$ cat config.mk
export PLATFORM = sky130hd
export DESIGN_NAME = reaction_timebase_flat
export DESIGN_NICKNAME = d
export VERILOG_FILES = /design/src/rtl/reaction_timebase_pkg.sv /design/src/rtl/reaction_timebase_if.sv /design/src/rtl/reaction_timebase_lfsr.sv /design/src/rtl/reaction_timebase.sv /design/src/flat_wrapper.sv
export SDC_FILE = /design/constraint.sdc
export NUM_CORES = 1
export LEC_CHECK = 0
export ABC_AREA = 1
export CAP_MARGIN = 20
export CORE_MARGIN = 3
export CORE_UTILIZATION = 53
export CTS_CLUSTER_DIAMETER = 120
export DETAILED_ROUTE_END_ITERATION = 7
export GPL_TIMING_DRIVEN = 0
export PLACE_DENSITY = 0.75
export SETUP_SLACK_MARGIN = 0.15
export SLEW_MARGIN = 20
export SYNTH_ARGS = -nofsm -noshare
export SYNTH_HDL_FRONTEND = slang
export SYNTH_SLANG_ARGS = --single-unit
$ cat constraint.sdc
create_clock -name clk -period 1.6 [get_ports clk]
set_input_delay 0.16 -clock clk [delete_from_list [all_inputs] [get_ports clk]]
set_output_delay 0.16 -clock clk [all_outputs]
set_load 0.05 [all_outputs]
$ cat src/rtl/reaction_timebase_pkg.sv
// -----------------------------------------------------------------------------
// reaction_pkg
// Shared definitions for the reaction-time game timing back-end.
//   - state_t       : timebase FSM state encoding
//   - LFSR_SEED     : reset value of the free-running random source
//   - LFSR_TAPS     : feedback tap mask for x^16+x^14+x^13+x^11+1
//   - lfsr_step()   : one shift of the LFSR
//   - width / default constants used by the top and the interface
// -----------------------------------------------------------------------------
package reaction_pkg;

    // state | meaning
    // ------+----------------------------------------------------------
    // IDLE  | nothing in progress, result (if any) still displayed
    // DELAY | random wait running, delay counter decremented per ms
    // EXPIRED | wait over, delay_done high, waiting for start_timer
    // RUN   | reaction counting, elapsed_time incremented per ms
    // HOLD  | counting stopped, elapsed_time frozen until next arm
    typedef enum logic [2:0] {
        ST_IDLE    = 3'd0,
        ST_DELAY   = 3'd1,
        ST_EXPIRED = 3'd2,
        ST_RUN     = 3'd3,
        ST_HOLD    = 3'd4
    } state_t;

    localparam int ELAPSED_W = 14;
    localparam int DELAY_W   = 12;

    localparam int TICK_DIV_DEF     = 10000;
    localparam int MIN_DELAY_MS_DEF = 1000;
    localparam int RAND_BITS_DEF    = 11;
    localparam int MAX_COUNT_DEF    = 9999;

    localparam logic [15:0] LFSR_SEED = 16'hACE1;

    // Right-shifting Fibonacci form: the polynomial taps 16,14,13,11 land
    // on bits 0,2,3,5 and the XOR of those bits is shifted in at bit 15.
    localparam logic [15:0] LFSR_TAPS = 16'h002D;

    function automatic logic [15:0] lfsr_step(input logic [15:0] cur);
        return {^(cur & LFSR_TAPS), cur[15:1]};
    endfunction

endpackage

$ cat src/rtl/reaction_timebase_if.sv
// -----------------------------------------------------------------------------
// reaction_timebase_if
// Request/response signals between the game control FSM and the timebase.
//   master (control FSM) : drives arm, abort, start_timer, stop_timer
//                          observes delay_done, elapsed_time, running, overflow
//   slave  (timebase)    : the reverse directions
// -----------------------------------------------------------------------------
interface reaction_timebase_if;
    import reaction_pkg::*;

    logic                 arm;
    logic                 abort;
    logic                 start_timer;
    logic                 stop_timer;
    logic                 delay_done;
    logic [ELAPSED_W-1:0] elapsed_time;
    logic                 running;
    logic                 overflow;

    modport master (
        output arm,
        output abort,
        output start_timer,
        output stop_timer,
        input  delay_done,
        input  elapsed_time,
        input  running,
        input  overflow
    );

    modport slave (
        input  arm,
        input  abort,
        input  start_timer,
        input  stop_timer,
        output delay_done,
        output elapsed_time,
        output running,
        output overflow
    );

endinterface

$ cat src/rtl/reaction_timebase_lfsr.sv
// -----------------------------------------------------------------------------
// reaction_lfsr16
// Free-running 16-bit Fibonacci LFSR (x^16+x^14+x^13+x^11+1), seeded with
// LFSR_SEED on reset and shifted on every clock regardless of game state.
//   clk   : system clock
//   rst_n : asynchronous active-low reset
//   q     : current LFSR value
// -----------------------------------------------------------------------------
module reaction_lfsr16
    import reaction_pkg::*;
(
    input  logic        clk,
    input  logic        rst_n,
    output logic [15:0] q
);

    logic [15:0] lfsr_q;
    logic [15:0] lfsr_d;

    assign lfsr_d = lfsr_step(lfsr_q);
    assign q      = lfsr_q;

    always_ff @(posedge clk or negedge rst_n) begin
        if (!rst_n) begin
            lfsr_q <= LFSR_SEED;
        end else begin
            lfsr_q <= lfsr_d;
        end
    end

endmodule

$ cat src/rtl/reaction_timebase.sv
// -----------------------------------------------------------------------------
// reaction_timebase
// Timing back-end for the reaction-time game. On arm it runs a pseudo-random
// wait (MIN_DELAY_MS + LFSR bits, in ms) and raises delay_done; on start_timer
// it counts reaction time in ms; on stop_timer it freezes the count.
//   clk   : system clock, shared with the control FSM
//   rst_n : asynchronous active-low reset
//   ctrl  : slave side of reaction_timebase_if
//             arm / abort / start_timer / stop_timer in
//             delay_done / elapsed_time / running / overflow out (registered)
// Parameters:
//   TICK_DIV     : clocks per 1 ms tick
//   MIN_DELAY_MS : fixed part of the random wait
//   RAND_BITS    : number of LFSR bits added to the wait
//   MAX_COUNT    : saturation value of elapsed_time
// MIN_DELAY_MS + 2**RAND_BITS - 1 must fit in the 12-bit delay counter.
// -----------------------------------------------------------------------------
module reaction_timebase
    import reaction_pkg::*;
#(
    parameter int TICK_DIV     = TICK_DIV_DEF,
    parameter int MIN_DELAY_MS = MIN_DELAY_MS_DEF,
    parameter int RAND_BITS    = RAND_BITS_DEF,
    parameter int MAX_COUNT    = MAX_COUNT_DEF
) (
    input  logic                clk,
    input  logic                rst_n,
    reaction_timebase_if.slave  ctrl
);

    localparam int PRESC_W = (TICK_DIV > 1) ? $clog2(TICK_DIV) : 1;

    localparam logic [PRESC_W-1:0]   PRESC_LAST = PRESC_W'(TICK_DIV - 1);
    localparam logic [15:0]          RAND_MASK  = 16'((32'd1 << RAND_BITS) - 1);
    localparam logic [ELAPSED_W-1:0] COUNT_MAX  = ELAPSED_W'(MAX_COUNT);
    localparam logic [DELAY_W-1:0]   DELAY_MIN  = DELAY_W'(MIN_DELAY_MS);

    state_t               state_q, state_d;
    logic [PRESC_W-1:0]   presc_q, presc_d;
    logic [DELAY_W-1:0]   delay_q, delay_d;
    logic [ELAPSED_W-1:0] elapsed_q, elapsed_d;
    logic                 overflow_q, overflow_d;
    logic                 delay_done_q;
    logic                 running_q;

    logic [15:0]          lfsr;
    logic [DELAY_W-1:0]   delay_load;
    logic                 timing_state;
    logic                 ms_tick;

    reaction_lfsr16 u_lfsr (
        .clk   (clk),
        .rst_n (rst_n),
        .q     (lfsr)
    );

    // Only this load samples the LFSR; the human timing of arm supplies
    // the randomness.
    assign delay_load = DELAY_MIN + DELAY_W'(lfsr & RAND_MASK);

    assign timing_state = (state_q == ST_DELAY) || (state_q == ST_RUN);
    assign ms_tick      = timing_state && (presc_q == PRESC_LAST);

    always_comb begin
        state_d    = state_q;
        presc_d    = presc_q;
        delay_d    = delay_q;
        elapsed_d  = elapsed_q;
        overflow_d = overflow_q;

        if (timing_state) begin
            presc_d = ms_tick ? '0 : presc_q + PRESC_W'(1);
        end

        if (ctrl.abort) begin
            state_d = ST_IDLE;
            delay_d = '0;
        end else if (ctrl.arm) begin
            state_d    = ST_DELAY;
            delay_d    = delay_load;
            elapsed_d  = '0;
            overflow_d = 1'b0;
            presc_d    = '0;
        end else begin
            case (state_q)
                ST_DELAY: begin
                    // Expiry is seen one cycle after the counter lands on 0,
                    // which gives the load*TICK_DIV + 1 latency to delay_done.
                    if (delay_q == '0) begin
                        state_d = ST_EXPIRED;
                    end else if (ms_tick) begin
                        delay_d = delay_q - DELAY_W'(1);
                    end
                end
                ST_EXPIRED: begin
                    if (ctrl.start_timer) begin
                        state_d = ST_RUN;
                        presc_d = '0;
                    end
                end
                ST_RUN: begin
                    // A tick coinciding with stop_timer is dropped.
                    if (ctrl.stop_timer) begin
                        state_d = ST_HOLD;
                    end else if (ms_tick) begin
                        if (elapsed_q == COUNT_MAX) begin
                            overflow_d = 1'b1;
                        end else begin
                            elapsed_d = elapsed_q + ELAPSED_W'(1);
                        end
                    end
                end
                default: begin
                    state_d = state_q;
                end
            endcase
        end
    end

    always_ff @(posedge clk or negedge rst_n) begin
        if (!rst_n) begin
            state_q      <= ST_IDLE;
            presc_q      <= '0;
            delay_q      <= '0;
            elapsed_q    <= '0;
            overflow_q   <= 1'b0;
            delay_done_q <= 1'b0;
            running_q    <= 1'b0;
        end else begin
            state_q      <= state_d;
            presc_q      <= presc_d;
            delay_q      <= delay_d;
            elapsed_q    <= elapsed_d;
            overflow_q   <= overflow_d;
            // Status flags are decoded from the next state so they are
            // registered yet aligned with the state they describe.
            delay_done_q <= (state_d == ST_EXPIRED);
            running_q    <= (state_d == ST_RUN);
        end
    end

    assign ctrl.delay_done   = delay_done_q;
    assign ctrl.elapsed_time = elapsed_q;
    assign ctrl.running      = running_q;
    assign ctrl.overflow     = overflow_q;

endmodule

$ cat src/flat_wrapper.sv
// flat-port wrapper written by rule: the top's interface ports become plain ports
module reaction_timebase_flat import reaction_pkg::*;
#(
    parameter int TICK_DIV     = TICK_DIV_DEF,
    parameter int MIN_DELAY_MS = MIN_DELAY_MS_DEF,
    parameter int RAND_BITS    = RAND_BITS_DEF,
    parameter int MAX_COUNT    = MAX_COUNT_DEF
)
  (clk, rst_n, ctrl_arm, ctrl_abort, ctrl_start_timer, ctrl_stop_timer, ctrl_delay_done, ctrl_elapsed_time, ctrl_running, ctrl_overflow);
  reaction_timebase_if ctrl_i ();
  input  logic clk;
  input  logic rst_n;
  input wire logic [$bits(ctrl_i.arm)-1:0] ctrl_arm;
  input wire logic [$bits(ctrl_i.abort)-1:0] ctrl_abort;
  input wire logic [$bits(ctrl_i.start_timer)-1:0] ctrl_start_timer;
  input wire logic [$bits(ctrl_i.stop_timer)-1:0] ctrl_stop_timer;
  output wire logic [$bits(ctrl_i.delay_done)-1:0] ctrl_delay_done;
  output wire logic [$bits(ctrl_i.elapsed_time)-1:0] ctrl_elapsed_time;
  output wire logic [$bits(ctrl_i.running)-1:0] ctrl_running;
  output wire logic [$bits(ctrl_i.overflow)-1:0] ctrl_overflow;
  assign ctrl_i.arm = ctrl_arm;
  assign ctrl_i.abort = ctrl_abort;
  assign ctrl_i.start_timer = ctrl_start_timer;
  assign ctrl_i.stop_timer = ctrl_stop_timer;
  assign ctrl_delay_done = ctrl_i.delay_done;
  assign ctrl_elapsed_time = ctrl_i.elapsed_time;
  assign ctrl_running = ctrl_i.running;
  assign ctrl_overflow = ctrl_i.overflow;
  reaction_timebase #(.TICK_DIV(TICK_DIV), .MIN_DELAY_MS(MIN_DELAY_MS), .RAND_BITS(RAND_BITS), .MAX_COUNT(MAX_COUNT)) u_core (.clk(clk), .rst_n(rst_n), .ctrl(ctrl_i));
endmodule
==> summary.md, run 1 <==
| Metric | Value |
|---|---|
| Status | finished, violations left |
| Failing checks | negative setup slack |
| H-tree depth | 3 |
| Clock Sinks | 62 |
| Post-synthesis mux area share | 0% |
| Met3 WL | 416 um |
| Crit path launch | u_core.presc_q[1] |
| Routed WL | 9250 um |
| Fin. Hold Viols | 0 |
| RSZ-0062 raised after global routing | yes |
| Antenna-violating nets left | 0 |
| CTS tree | built |
| Critical path data required time | 1.84 ns |
| Arr. time, crit path | 1.89 ns |
| Cell family with most CP delay | simple AND/OR/NAND/NOR gates |
| Total track usage | 24.6% |
| Synth-to-Final Area Change | 36.2% |
| CP startpoint kind | register |
| DR DRC count | 0 |
| Total Power | 4.19 mW |
| Die Y | 87.6 um |
| Final Wtd Congestion | 0.910 |
| CTS Buf Count | 9 |
| Critical-path cell list | ha_4, nand3_4, buf_4, nor3_4, nand3_2, nor3_4, nand2_1, nand2_1, nor2_1 |
| Drt wl/cell | 15.4 um |
| CP max stage delay | 0.40 ns |
| Fin crit period | 1.65 ns |
| Syn. warnings | 0 |
| IO buf count | 22 |
| Worst-path clk slew | 0.08 ns |
| Final clock period utilization by the worst path | 103% |
| Leakage power | 2.21 nW |
| R2R Setup Slk | -0.05 ns |
| Worst slew margin | 66.5% |
| Compound-Gate Fraction of Synth Area | 10.4% |
| Simple-gate portion of the synthesized area | 33.4% |
| EDFF count, synth | 0 |
| Levels on crit path | 9 |
| Initial antenna violation count | 0 |
| Die X-Extent | 87.6 um |
| Cells after Synth | 449 |
| Vias in the first global route | 3179 |
| Slowest cell on crit path | dfrtp_1 |
| Pins Over Slew Limit | 0 |
| Worst Skew | 0.0111 ns |
| Maximum clock frequency | 606 MHz |
| I/O pin cnt | 23 |
| Measured slew at the worst slew-check pin | 0.502 ns |
| Avg Synthesized Cell Area | 7.86 um2 |
| Clk_lat worst skew | 0.35 ns |
| Core area | 6390 um2 |
| Met2 WL | 4500 um |
| Critical R2R Launch | u_core.presc_q[1] |
| Top layer in use | met4 |
| Share of synthesized flip-flops with an asynchronous set or reset | 100% |
| CP max FO | 3 |
| Post-synthesis xor/xnor area fraction | 3.48% |
| Initial core utilization | 55.3% |
| Synth Net Count | 459 |
| DIE AREA | 7670 um2 |
| Setup WS post-layout | -0.0505 ns |
| Synth Register Bits | 62 |
| Post-synthesis adder-cell area fraction | 1.42% |
| Longest Clk Path Bufs | 2 |
| Site Rows | 29 |
| Post-synthesis sequential area ratio | 44.3% |
| 1st-iter DRT viols | 223 |
| Antenna cells | 0 |
| First-pass DRT Iterations | 5 |
| Worst Path Class, Setup | register to register |
| Worst Setup EP | u_core.presc_q[12] |
| DR vias/cell | 5.49 |
| Metal1 wirelength | 4050 um |
| CTS root buf | clkbuf_8 |
| FF-to-FF End | u_core.presc_q[12] |
| Mapped cell area | 3530 um2 |
| Post-detail-place hpwl | 5580 um |
| Layout cells sized above 1 | 38.9% |
| Vias | 3288 |
| VDD IR max | 0.709 mV |
| Largest net degree at the start of global routing | 33 |
| Worst Path Buf+Inv | 1 |
| Main combinational cell family by area after synthesis | simple AND/OR/NAND/NOR gates |
| Setup TNS Final | -0.228 ns |
| Main synth FF type | dfrtp_1 |
| Yosys cell types | 41 |
| Number of filler instances in the final layout | 450 |
| Total congestion overflow | 0 |
| HP Class | input port to async pin |
| Global-route wire length before repair | 14700 um |
| Worst Reg-to-Reg Cells | 9 |
| Fin nets | 527 |
| Power Dens Cells | 872 nW/um2 |
| Max-cap violations | 0 |
| Crit end category | register |
| Setup-failing EPs final | 11 |
cell usage after synthesis, types with 2 or more instances:
| library cell | number | area share (%) |
|---|---|---|
| nand2_2 | 3 | 0.53 |
| nand4_1 | 3 | 0.53 |
| o21ai_0 | 24 | 3.4 |
| nor3_1 | 13 | 1.8 |
| dfrtp_1 | 54 | 38 |
| dfstp_2 | 8 | 6.0 |
| inv_2 | 5 | 0.53 |
| o21ai_1 | 2 | 0.28 |
| inv_1 | 43 | 4.6 |
| nor2_1 | 57 | 6.1 |
| o21ai_2 | 8 | 2.0 |
| o211ai_1 | 3 | 0.64 |
| nand3_2 | 2 | 0.57 |
| nor2_4 | 5 | 1.6 |
| buf_2 | 4 | 0.57 |
| nand3b_1 | 3 | 0.64 |
| xnor2_1 | 2 | 0.50 |
| nand2_4 | 2 | 0.64 |
| clkbuf_1 | 2 | 0.21 |
| xor2_1 | 12 | 3.0 |
| or2_2 | 2 | 0.35 |
| buf_6 | 3 | 0.96 |
| o21a_1 | 2 | 0.43 |
| ha_1 | 4 | 1.4 |
| nand2_1 | 109 | 12 |
| nor3b_1 | 2 | 0.43 |
| a21oi_1 | 18 | 2.6 |
| nand3_1 | 41 | 5.8 |
placed cells by master (no fill, tap or decap), drive strengths merged:
| cell | n |
|---|---|
| o211ai | 3 |
| clkdlybuf4s15 | 9 |
| nand4 | 3 |
| nor2 | 64 |
| and2 | 2 |
| nand2 | 114 |
| a21oi | 19 |
| o21ai | 35 |
| nor4 | 2 |
| or2 | 2 |
| xor2 | 12 |
| clkinv | 2 |
| clkdlybuf4s50 | 4 |
| clkinvlp | 2 |
| o21a | 2 |
| o21bai | 1 |
| bufinv | 2 |
| nand3b | 3 |
| nor3 | 14 |
| dlygate4sd3 | 1 |
| dfstp | 8 |
| and3 | 1 |
| inv | 48 |
| dlygate4sd2 | 3 |
| xnor2 | 2 |
| clkbuf | 18 |
| ha | 4 |
| dfrtp | 54 |
| nand3 | 44 |
| buf | 42 |
| nor3b | 2 |
report_power, final:
part / internal (mW) / switching (mW)
Clock: 0.913 / 0.647
Sequential: 1.65 / 0.106
Combinational: 0.350 / 0.527
Total: 2.91 / 1.28
routing by layer:
| metal | vias up | track usage (%) |
|---|---|---|
| met2 | 107 | 40.1 |
| li1 | 1592 | - |
| met5 | - | 0 |
| met1 | 1560 | 32.1 |
| met4 | 0 | 10.3 |
| met3 | 29 | 4.89 |
through the flow:
stage | worst slack (ns) | cell area, um2 | util (%) | hold slack (ns) | cells
2_1_floorplan | -0.0693 | 3580 | - | -0.136 | 449
3_3_place_gp | -1.87 | 3890 | 61.0 | 0.336 | 548
3_5_place_dp | -0.268 | 3910 | 61.2 | 0.122 | 549
4_1_cts | -0.0154 | 4560 | 71.5 | 0.300 | 591
5_1_grt | -0.125 | 4800 | 75.2 | 0.316 | 599
6_report | -0.0505 | 4800 | 75.2 | 0.292 | 599
registers in the layout, summed over array words and instances (netlist names):
register and count:
u_core.ctrl.overflow 1, u_core.state_q 3, u_core.delay_q 12, u_core.u_lfsr.q 16
u_core.presc_q 14, u_core.ctrl.elapsed_time 14, u_core.ctrl.running 1, u_core.ctrl.delay_done 1
cell families (layout without fill, tap and decap cells):
family / Yosys count / after routing
buffers and inverters: 58 / 131
xor gates and xnor gates: 14 / 14
adders and majority gates: 4 / 4
AOI/OAI and AO/OA: 60 / 60
DFF: 62 / 62
and+or+nand+nor: 251 / 251
worst min path at each step:
stage	from	endpoint	slack, ns	cells past startpoint
after floorplan	rst_n	u_core.ctrl.delay_done	-0.14	0
after global placement	u_core.u_lfsr.q[14]	u_core.u_lfsr.q[13]	0.34	0
after CTS	rst_n	u_core.presc_q[4]	0.30	2
final	rst_n	u_core.presc_q[4]	0.29	2
after detailed placement	rst_n	u_core.presc_q[0]	0.12	1
after global routing	rst_n	u_core.presc_q[4]	0.32	2
final cells by class:
class | instances | area, um2 | area share, %
buffer | 10 | 93.8 | 1.95
clock buffer | 10 | 138 | 2.86
multi-input combinational | 329 | 2090 | 43.5
clock inverter | 6 | 85.1 | 1.77
timing repair buffer | 57 | 546 | 11.4
tap | 77 | 96.3 | 2.01
inverter | 48 | 188 | 3.91
sequential | 62 | 1570 | 32.7
timing repair:
item,CTS,global route
hold buffers,1,0
endpoints found under the hold margin,23,0
setup buffers,22,7
setup endpoints to repair,58,47
pin swaps,20,27
cloned,3,1
gates resized for setup,101,66
No activity file was read; power rests on OpenSTA's default activity.
==> run 2, diff against run 1 <==
--- a/config.mk
+++ b/config.mk
@@ -12,6 +12,7 @@
 export CTS_CLUSTER_DIAMETER = 120
 export DETAILED_ROUTE_END_ITERATION = 7
 export GPL_TIMING_DRIVEN = 0
+export HOLD_SLACK_MARGIN = 0.12
 export PLACE_DENSITY = 0.75
 export SETUP_SLACK_MARGIN = 0.15
 export SLEW_MARGIN = 20
==> results of run 2 <==
No change in the layout: final DEF, timing and power equal those of run 1.
